[src/rtl/iterative_shift_unit_if.sv]
// iterative_shift_unit_if: request/result bundle for the multi-cycle shift unit.
`default_nettype none

interface iterative_shift_unit_if #(
    parameter int WIDTH = 32
);
    logic                 start;
    logic [1:0]           mode;
    logic [WIDTH-1:0]     a;
    logic [WIDTH-1:0]     b;
    logic                 busy;
    logic                 done;
    logic [2*WIDTH-1:0]   output1;

    modport master (
        output start, mode, a, b,
        input  busy, done, output1
    );

    modport slave (
        input  start, mode, a, b,
        output busy, done, output1
    );
endinterface

`default_nettype wire

[src/rtl/iterative_shift_unit.sv]
// iterative_shift_unit: SLL/SRL/SRA/ROR, up to STEP positions per clock,
// start/busy/done handshake, 2*WIDTH result with fill word in the upper half.
`default_nettype none

module iterative_shift_unit #(
    parameter int WIDTH   = 32,
    parameter int SHAMT_W = 5,
    parameter int STEP    = 4
) (
    input  wire logic              clock_i,
    input  wire logic              reset_i,
    iterative_shift_unit_if.slave  bus
);

    localparam logic [1:0] S_IDLE  = 2'd0;
    localparam logic [1:0] S_SHIFT = 2'd1;
    localparam logic [1:0] S_DONE  = 2'd2;

    localparam logic [1:0] MODE_SLL = 2'b00;
    localparam logic [1:0] MODE_SRL = 2'b01;
    localparam logic [1:0] MODE_SRA = 2'b10;
    localparam logic [1:0] MODE_ROR = 2'b11;

    localparam logic [SHAMT_W-1:0] STEP_K = SHAMT_W'(STEP);

    logic [1:0]           state_q,  state_d;
    logic [WIDTH-1:0]     opnd_q,   opnd_d;
    logic [SHAMT_W-1:0]   rem_q,    rem_d;
    logic [1:0]           mode_q,   mode_d;
    logic                 sign_q,   sign_d;
    logic [2*WIDTH-1:0]   result_q, result_d;

    logic [SHAMT_W-1:0]   amt;
    logic [SHAMT_W-1:0]   step_amt;
    logic [WIDTH-1:0]     shifted;
    logic [2*WIDTH-1:0]   wide;
    logic [WIDTH-1:0]     fill_in;
    logic [WIDTH-1:0]     fill_q;
    logic                 unused_b;

    assign amt      = bus.b[SHAMT_W-1:0];
    assign unused_b = ^bus.b[WIDTH-1:SHAMT_W];
    assign step_amt = (rem_q > STEP_K) ? STEP_K : rem_q;

    // Fill depends only on the operand sign at accept time, never on the
    // partially shifted value.
    assign fill_in = {WIDTH{(bus.mode == MODE_SRA) && bus.a[WIDTH-1]}};
    assign fill_q  = {WIDTH{(mode_q == MODE_SRA) && sign_q}};

    always_comb begin
        wide    = '0;
        shifted = opnd_q;
        case (mode_q)
            MODE_SLL: shifted = opnd_q << step_amt;
            MODE_SRL: shifted = opnd_q >> step_amt;
            MODE_SRA: begin
                wide    = {{WIDTH{sign_q}}, opnd_q} >> step_amt;
                shifted = wide[WIDTH-1:0];
            end
            MODE_ROR: begin
                wide    = {opnd_q, opnd_q} >> step_amt;
                shifted = wide[WIDTH-1:0];
            end
            default: shifted = opnd_q;
        endcase
    end

    always_comb begin
        state_d  = state_q;
        opnd_d   = opnd_q;
        rem_d    = rem_q;
        mode_d   = mode_q;
        sign_d   = sign_q;
        result_d = result_q;
        case (state_q)
            S_IDLE, S_DONE: begin
                if (bus.start) begin
                    opnd_d = bus.a;
                    mode_d = bus.mode;
                    sign_d = bus.a[WIDTH-1];
                    rem_d  = amt;
                    if (amt != '0) begin
                        state_d = S_SHIFT;
                    end else begin
                        state_d  = S_DONE;
                        result_d = {fill_in, bus.a};
                    end
                end else begin
                    state_d = S_IDLE;
                end
            end
            S_SHIFT: begin
                opnd_d = shifted;
                rem_d  = rem_q - step_amt;
                if (rem_q == step_amt) begin
                    state_d  = S_DONE;
                    result_d = {fill_q, shifted};
                end
            end
            default: state_d = S_IDLE;
        endcase
    end

    always_ff @(posedge clock_i or posedge reset_i) begin
        if (reset_i) begin
            state_q  <= S_IDLE;
            opnd_q   <= '0;
            rem_q    <= '0;
            mode_q   <= MODE_SLL;
            sign_q   <= 1'b0;
            result_q <= '0;
        end else begin
            state_q  <= state_d;
            opnd_q   <= opnd_d;
            rem_q    <= rem_d;
            mode_q   <= mode_d;
            sign_q   <= sign_d;
            result_q <= result_d;
        end
    end

    assign bus.busy    = (state_q == S_SHIFT);
    assign bus.done    = (state_q == S_DONE);
    assign bus.output1 = result_q;

endmodule

`default_nettype wire
[src/flat_wrapper.sv]
// flat-port wrapper written by rule: the top's interface ports become plain ports
module iterative_shift_unit_flat 
#(
    parameter int WIDTH   = 32,
    parameter int SHAMT_W = 5,
    parameter int STEP    = 4
)
  (clock_i, reset_i, bus_start, bus_mode, bus_a, bus_b, bus_busy, bus_done, bus_output1);
  iterative_shift_unit_if #(.WIDTH(WIDTH)) bus_i ();
  input  wire logic clock_i;
  input  wire logic reset_i;
  input wire logic [$bits(bus_i.start)-1:0] bus_start;
  input wire logic [$bits(bus_i.mode)-1:0] bus_mode;
  input wire logic [$bits(bus_i.a)-1:0] bus_a;
  input wire logic [$bits(bus_i.b)-1:0] bus_b;
  output wire logic [$bits(bus_i.busy)-1:0] bus_busy;
  output wire logic [$bits(bus_i.done)-1:0] bus_done;
  output wire logic [$bits(bus_i.output1)-1:0] bus_output1;
  assign bus_i.start = bus_start;
  assign bus_i.mode = bus_mode;
  assign bus_i.a = bus_a;
  assign bus_i.b = bus_b;
  assign bus_busy = bus_i.busy;
  assign bus_done = bus_i.done;
  assign bus_output1 = bus_i.output1;
  iterative_shift_unit #(.WIDTH(WIDTH), .SHAMT_W(SHAMT_W), .STEP(STEP)) u_core (.clock_i(clock_i), .reset_i(reset_i), .bus(bus_i));
endmodule
[config.mk]
export PLATFORM = sky130hd
export DESIGN_NAME = iterative_shift_unit_flat
export DESIGN_NICKNAME = d
export VERILOG_FILES = /design/src/rtl/iterative_shift_unit_if.sv /design/src/rtl/iterative_shift_unit.sv /design/src/flat_wrapper.sv
export SDC_FILE = /design/constraint.sdc
export NUM_CORES = 1
export LEC_CHECK = 0
export BUFFER_PORTS_ARGS = -buffer_cell sky130_fd_sc_hd__buf_2
export CORE_ASPECT_RATIO = 1.1
export CORE_UTILIZATION = 45
export CTS_BUF_LIST = sky130_fd_sc_hd__clkbuf_4
export DETAILED_ROUTE_END_ITERATION = 7
export HOLD_SLACK_MARGIN = 0.03
export PLACE_DENSITY = 0.68
export SLEW_MARGIN = 10
export SYNTH_ARGS = -nofsm -noshare
export SYNTH_HDL_FRONTEND = slang
export SYNTH_SLANG_ARGS = --single-unit
[constraint.sdc]
create_clock -name clock_i -period 6.15 [get_ports clock_i]
set_input_delay 0.9225 -clock clock_i [delete_from_list [all_inputs] [get_ports clock_i]]
set_output_delay 0.9225 -clock clock_i [all_outputs]
set_load 0.01 [all_outputs]
==> results of run 1 <==
per-stage QoR:
step | worst slack, ps | area, sq um | hold WS, ps
after detailed placement | 2910 | 6470 | 463
after floorplan | 3320 | 6170 | 516
final | 2880 | 6590 | 486
after CTS | 2900 | 6580 | 491
after global placement | 2950 | 6470 | 454
after global routing | 2680 | 6590 | 512
synth_stat cells (all sizes together) (16+ instances only):
cell    count  area, sq um
nor3       18         95.1
dfrtp      75         1880
o21ai      31          155
a21oi      81          405
nor2       26          100
a31oi      17          106
nand3      18         90.1
mux2i      50          521
a211oi     16          120
clkbuf     63          240
nand2      96          360
o31ai      16          120
buf        57          380
how the worst max path moves through the flow:
stage	startpoint	endpoint	slack (ps)	cells after the start
after floorplan	reset_i	u_core.bus.output1[0]	3320	1
after global placement	u_core.state_q[0]	u_core.bus.output1[20]	2950	8
after detailed placement	u_core.state_q[0]	u_core.bus.output1[20]	2910	8
after CTS	u_core.state_q[0]	u_core.bus.output1[20]	2900	8
after global routing	u_core.state_q[0]	u_core.bus.output1[20]	2680	8
final	u_core.state_q[0]	u_core.bus.output1[20]	2880	8
cell families after synthesis:
group | count (synthesis)
compound gates | 267
simple gates | 192
buf+inv | 129
flops | 75
mux | 74
fa+ha+maj | 2
other cells | 2
cell type report:
class | instances | share of cell area
Inverter | 9 | 0.00513
Tap cell | 184 | 0.0350
Clock inverter | 7 | 0.00684
Multi-Input combinational cell | 537 | 0.558
Clock buffer | 9 | 0.0103
Antenna cell | 1 | 0.000380
Timing Repair Buffer | 123 | 0.0996
Sequential cell | 75 | 0.285
sequential cells by signal, summed over array words and instances, names as in the netlist:
name / cells
u_core.sign_q: 1
u_core.state_q: 2
u_core.mode_q: 2
u_core.opnd_q: 32
u_core.rem_q: 5
u_core.bus.output1: 33
worst max-delay path: cells and delay by family (launching register included):
kind                   cells  cell delay, ps
buffers and inverters      4            1200
multiplexers               1             390
AND/OR/NAND/NOR            2             700
AO/OA/AOI/OAI              1             370
flip-flops                 1             480
power by group through the flow:
stage	combinational [mW]	sequential, mW	clock, mW
after floorplan	2.30	0.961	0
after global placement	2.67	1.20	0
after detailed placement	2.72	1.22	0
after CTS	2.73	1.21	0.279
after global routing	3.01	1.27	0.299
final	2.76	1.23	0.272
metal layers:
metal	track usage	vias up	wire, um
met5	0	-	0
met4	0.132	0	623
met3	0.0453	44	1340
met2	0.452	301	9410
met1	0.380	3019	8370
li1	-	2780	-
==> results.toml, run 1 <==
[logic_synthesis]
synth-edff-count = 0
synth_cell_types = 67
synth-xor-area-share = 0
synth_compound_area_frac = 0.292
netlist_instances = 741
yosys_register_bits = 75
yosys_most_used_dff = "dfrtp_1"
synth_top_family_by_area = "compound AO/OA/AOI/OAI gates"
ys_warn_count = 0
synthAdderAreaFrac = 0.00405
synth_mux_area_frac = 0.150
syn_nets = 812
yosysSeqAreaShare = 0.304
async_flop_share = 1.00
yosys.area_share.simple = 0.142
synth_area_sq_um = 6170
avgSynthCellArea_sq_um = 8.33

[clock_network]
clk_latency_ps = 450
cts_buffer_depth = 2
post_cts_buffers = 0
cts_resized = 0
clkTransAtPathRegs_ps = 130
cts-root-buf = "clkbuf_4"
cts.htree.levels = 3
tritoncts = "yes"
cts_made_buffers = 9
ctsHoldBuffers = 0
numClockSinks = 75

[routing]
via_per_inst = 6.50
drc = 0
routed_wl_um = 19700
avgRoutedWirePerCell_um = 20.9
ant_nets = 0
dr.pass1.iters = 5
drtIter0Drc = 654
routed-via-count = 6144

[die]
io_pins = 135
core-area_sq_um = 13300
start_util = 0.465
dieArea_sq_um = 14200
dieWidth_um = 114
rows = 44
die-height_um = 125

[power_and_ir_drop]
p_total_mw = 4.26
netSwitchingFraction = 0.543
clkPwrFrac = 0.064
pwr_density_cell_nw_per_um2 = 647
ir_worst_vdd_mv = 0.348
p_int_mw = 1.95
seq_power_share = 0.288
netSwitchingPower_mw = 2.31
leakagePower_nw = 2.80
combinationalPowerShare = 0.648

[place]
dp_hpwl_um = 12800
port_buffers = 107
placedCellCount = 928
place.gp.congestion = 0.934

[sta]
fmax_ghz = 0.306
relSlewSlack = 0.335
tightest_slew_ps = 994
clock_skew_ps = 14.0
setup_viol = 0
finalMaxSlewViolations = 0
rsz0062_at_grt = "no"
finalSetupTns_ps = 0
fin_crit_sh = 0.532
min_period_ps = 3270
finalHoldViolations = 0

[critical_path]
worstSetupPathType = "reg -> reg"
r2r-start = "u_core.state_q[0]"
worstPathArrival_ps = 3620
r2r-end = "u_core.bus.output1[20]"
path_cells = "nand2b_1, buf_4, inv_1, buf_4, nand3_1, a21o_1, inv_1, mux2_2"
cp.required_ps = 6500
crit_path_start_kind = "flop"
r2r_cells = 8
crit_path_end_kind = "flop"
worst_path_max_delay_cell = "nand3_1"
reg2reg_slack_ps = 2880
critPathMaxFanout = 41
slowest_delay_ps = 620

[cells_and_area]
seq_area_sq_um = 1880
area_growth_pct = 6.67
final_util = 0.496
layout_commonest_cell = "buf_2"
multi_input_area_sq_um = 3670
fill_cells = 1293
num-nets-final = 826
layout_common_cells = "buf_2 (107), nand2_1 (96), a21oi_1 (80)"
drive_gt1_frac = 0.239
fin_cells = 945

[hold_path]
hold_end = "u_core.bus.output1[13]"
holdPathStages = 2
hold_class = "reg -> reg"
hold_start = "u_core.bus.output1[13]"

[global_route]
antenna_found_initial = 1
grt_pass1_wl_um = 32100
grt_max_degree = 76
grt_usage = 0.285
grt.overflow.total = 0
grt_pass1_vias = 5999

[status]
status = "complete, no violations"

[job]
max_cap_viol_count = 0
Note: power is estimated with default switching activity, not from simulation.
==> inputs of run 2 (changes only) <==
--- a/config.mk
+++ b/config.mk
@@ -5,13 +5,14 @@
 export SDC_FILE = /design/constraint.sdc
 export NUM_CORES = 1
 export LEC_CHECK = 0
+export ABC_AREA = 1
 export BUFFER_PORTS_ARGS = -buffer_cell sky130_fd_sc_hd__buf_2
 export CORE_ASPECT_RATIO = 1.1
 export CORE_UTILIZATION = 45
 export CTS_BUF_LIST = sky130_fd_sc_hd__clkbuf_4
 export DETAILED_ROUTE_END_ITERATION = 7
 export HOLD_SLACK_MARGIN = 0.03
-export PLACE_DENSITY = 0.68
+export PLACE_DENSITY = 0.71
 export SLEW_MARGIN = 10
 export SYNTH_ARGS = -nofsm -noshare
 export SYNTH_HDL_FRONTEND = slang
==> constraint.sdc (replaced) <==
create_clock -name clock_i -period 2.86 [get_ports clock_i]
set_input_delay 0.429 -clock clock_i [delete_from_list [all_inputs] [get_ports clock_i]]
set_output_delay 0.429 -clock clock_i [all_outputs]
set_load 0.01 [all_outputs]
==> run 2 against run 1 <==
  * The flow now finishes with violations (design-rule violations)
  * Synthesized cell count rose by 28%
  * Non-clock buffer count grew 13
  * Clock skew increased by 0.71 ps
  * Worst hold slack worse by 320 ps
  * Sequential power rose by 72%
  * Worst setup slack got worse by 2300 ps
  * Design area rose by 0.46%
  * First-iteration DRC count grew 13%
==> results.toml, run 2 <==
[sta]
whs_ps = 163
finalSetupTns_ps = 0
clock_skew_ps = 14.7
relSlewSlack = 0.569
setup_viol = 0
rsz0062_at_grt = "no"
fin_crit_sh = 0.794
finalMaxSlewViolations = 0
fmax_ghz = 0.441
worst_slack_ps = 590
min_period_ps = 2270
tightest_slew_ps = 644
finalHoldViolations = 0

[logic_synthesis]
ys_warn_count = 0
synth_cell_types = 35
synth-edff-count = 0
avgSynthCellArea_sq_um = 6.31
synth_area_sq_um = 6010
async_flop_share = 1.00
syn_nets = 1023
yosysSeqAreaShare = 0.313
yosys_most_used_dff = "dfrtp_1"
synth_top_area_share = 0.313
yosys_register_bits = 75
synth_area_leaders = "dfrtp_1 (31%), nand2_1 (21%), nand3_1 (21%)"
netlist_instances = 952
synthTopCellsByCount = "nand2_1 (343), nand3_1 (251), dfrtp_1 (75)"
yosysTopAreaCell = "dfrtp_1"
synth.most_common_cell = "nand2_1"

[clock_network]
cts_buffer_depth = 2
cts-root-buf = "clkbuf_4"
clkTransAtPathRegs_ps = 140
ctsHoldBuffers = 1
tritoncts = "yes"
post_cts_buffers = 0
numClockSinks = 75
cts_resized = 0
clk_latency_ps = 490
cts_made_buffers = 9
cts.htree.levels = 3

[global_route]
grt_pass1_vias = 5748
grt_busiest_layer = "met2"
grt.overflow.total = 0
grt.met1_usage = 0.367
grt_use_met3 = 0.0363
grt_max_degree = 61
grt_pass1_wl_um = 28800
use_met2 = 0.422
antenna_found_initial = 0
grt_usage = 0.267

[critical_path]
worstSetupPathType = "reg -> reg"
cp.required_ps = 3250
critPathMaxFanout = 32
crit_path_start_kind = "flop"
crit_path_end_kind = "flop"
worstPathArrival_ps = 2660

[die]
die-height_um = 123
rows = 43
dieWidth_um = 112
core-area_sq_um = 12800
dieArea_sq_um = 13800
io_pins = 135
start_util = 0.469

[status]
violations = "design-rule violations"
status = "finished, violations left"

[cells_and_area]
fin_cells = 1176
largest_reg_flops = 33
layout_commonest_cell = "nand2_1"
design_area_sq_um = 6620
antenna_cells = 0
area_growth_pct = 10.1
num-nets-final = 1085
drive_gt1_frac = 0.196
layout_common_cells = "nand2_1 (343), nand3_1 (251), buf_2 (107)"

[routing]
dr.pass1.iters = 8
routed_wl_um = 18000
drc = 3
via_per_inst = 5.56
ant_nets = 0
drtIter0Drc = 737
avgRoutedWirePerCell_um = 15.3
routed-via-count = 6542

[place]
dp_hpwl_um = 12600
port_buffers = 107
placedCellCount = 1159
place.gp.congestion = 0.927
dpl_cell_area_sq_um = 6470
pre_cts_ws_ps = 640

[power_and_ir_drop]
pwr_density_cell_nw_per_um2 = 1320
ir_worst_vdd_mv = 0.563
leakagePower_nw = 3.60

[hold_path]
hold_class = "in -> reg"

[job]
max_cap_viol_count = 0
run 2: final timing paths:
| kind | slack, ps | startpoint | cells after the start | to |
|---|---|---|---|---|
| min in group asynchronous | 520 | reset_i | 3 | u_core.bus.output1[10] |
| worst max-delay path | 590 | u_core.rem_q[3] | 12 | u_core.bus.output1[10] |
| worst min-delay path | 160 | bus_mode[1] | 3 | u_core.mode_q[1] |
| worst min register to register | 490 | u_core.bus.output1[16] | 2 | u_core.bus.output1[16] |
| worst max register to register | 590 | u_core.rem_q[3] | 12 | u_core.bus.output1[10] |
| max in group asynchronous | 1720 | reset_i | 4 | u_core.rem_q[3] |
run 2: report_power, final:
part	internal, mW	leakage (nW)	switching [mW]
sequential	1.61	0.919	0.500
clock	0.260	0.0616	0.414
combinational	1.99	2.62	3.94
run 2: final cells by class:
class	instances	area (sq um)
fill	1349	6190
multi-input combinational	762	3510
sequential	75	1880
timing repair buffer	136	781
tap	157	196
inverter	30	114
clock inverter	7	68.8
clock buffer	9	67.6
run 2: routing by layer:
layer,share of wire,wire length (um)
met1,0.46,8250
met2,0.45,8100
met3,0.071,1290
met4,0.023,416
met5,0,0
run 2: cells by family (layout without fill, tap and decap cells):
| kind of cell | Yosys count | after routing | synth area share |
|---|---|---|---|
| AO/OA/AOI/OAI | 34 | 34 | 0.0344 |
| XOR/XNOR | 1 | 1 | 0.00146 |
| adder cells (fa/ha/maj) | 2 | 2 | 0.00417 |
| buffers and inverters | 115 | 182 | 0.103 |
| flip-flops | 75 | 75 | 0.313 |
| other | 2 | 2 | 0.00125 |
| AND/OR/NAND/NOR | 723 | 723 | 0.543 |
run 2: metrics by stage:
stage	power, mW	util
floorplan	6.51	-
global placement	7.93	0.505
detailed placement	7.98	0.505
CTS	8.69	0.517
global route	9.56	0.517
finish	8.72	0.517
run 2: critical path, stage by stage, from the launching register on:
cell and delay [ps]:
dfrtp_1 490, inv_2 40, nand2_1 130, nor2_4 60, nand2_2 480, buf_4 340
nand3_1 160, nand3_1 110, nand2_1 60, nor2_1 80, nand2_1 70, nand3_1 60
nand2_1 60
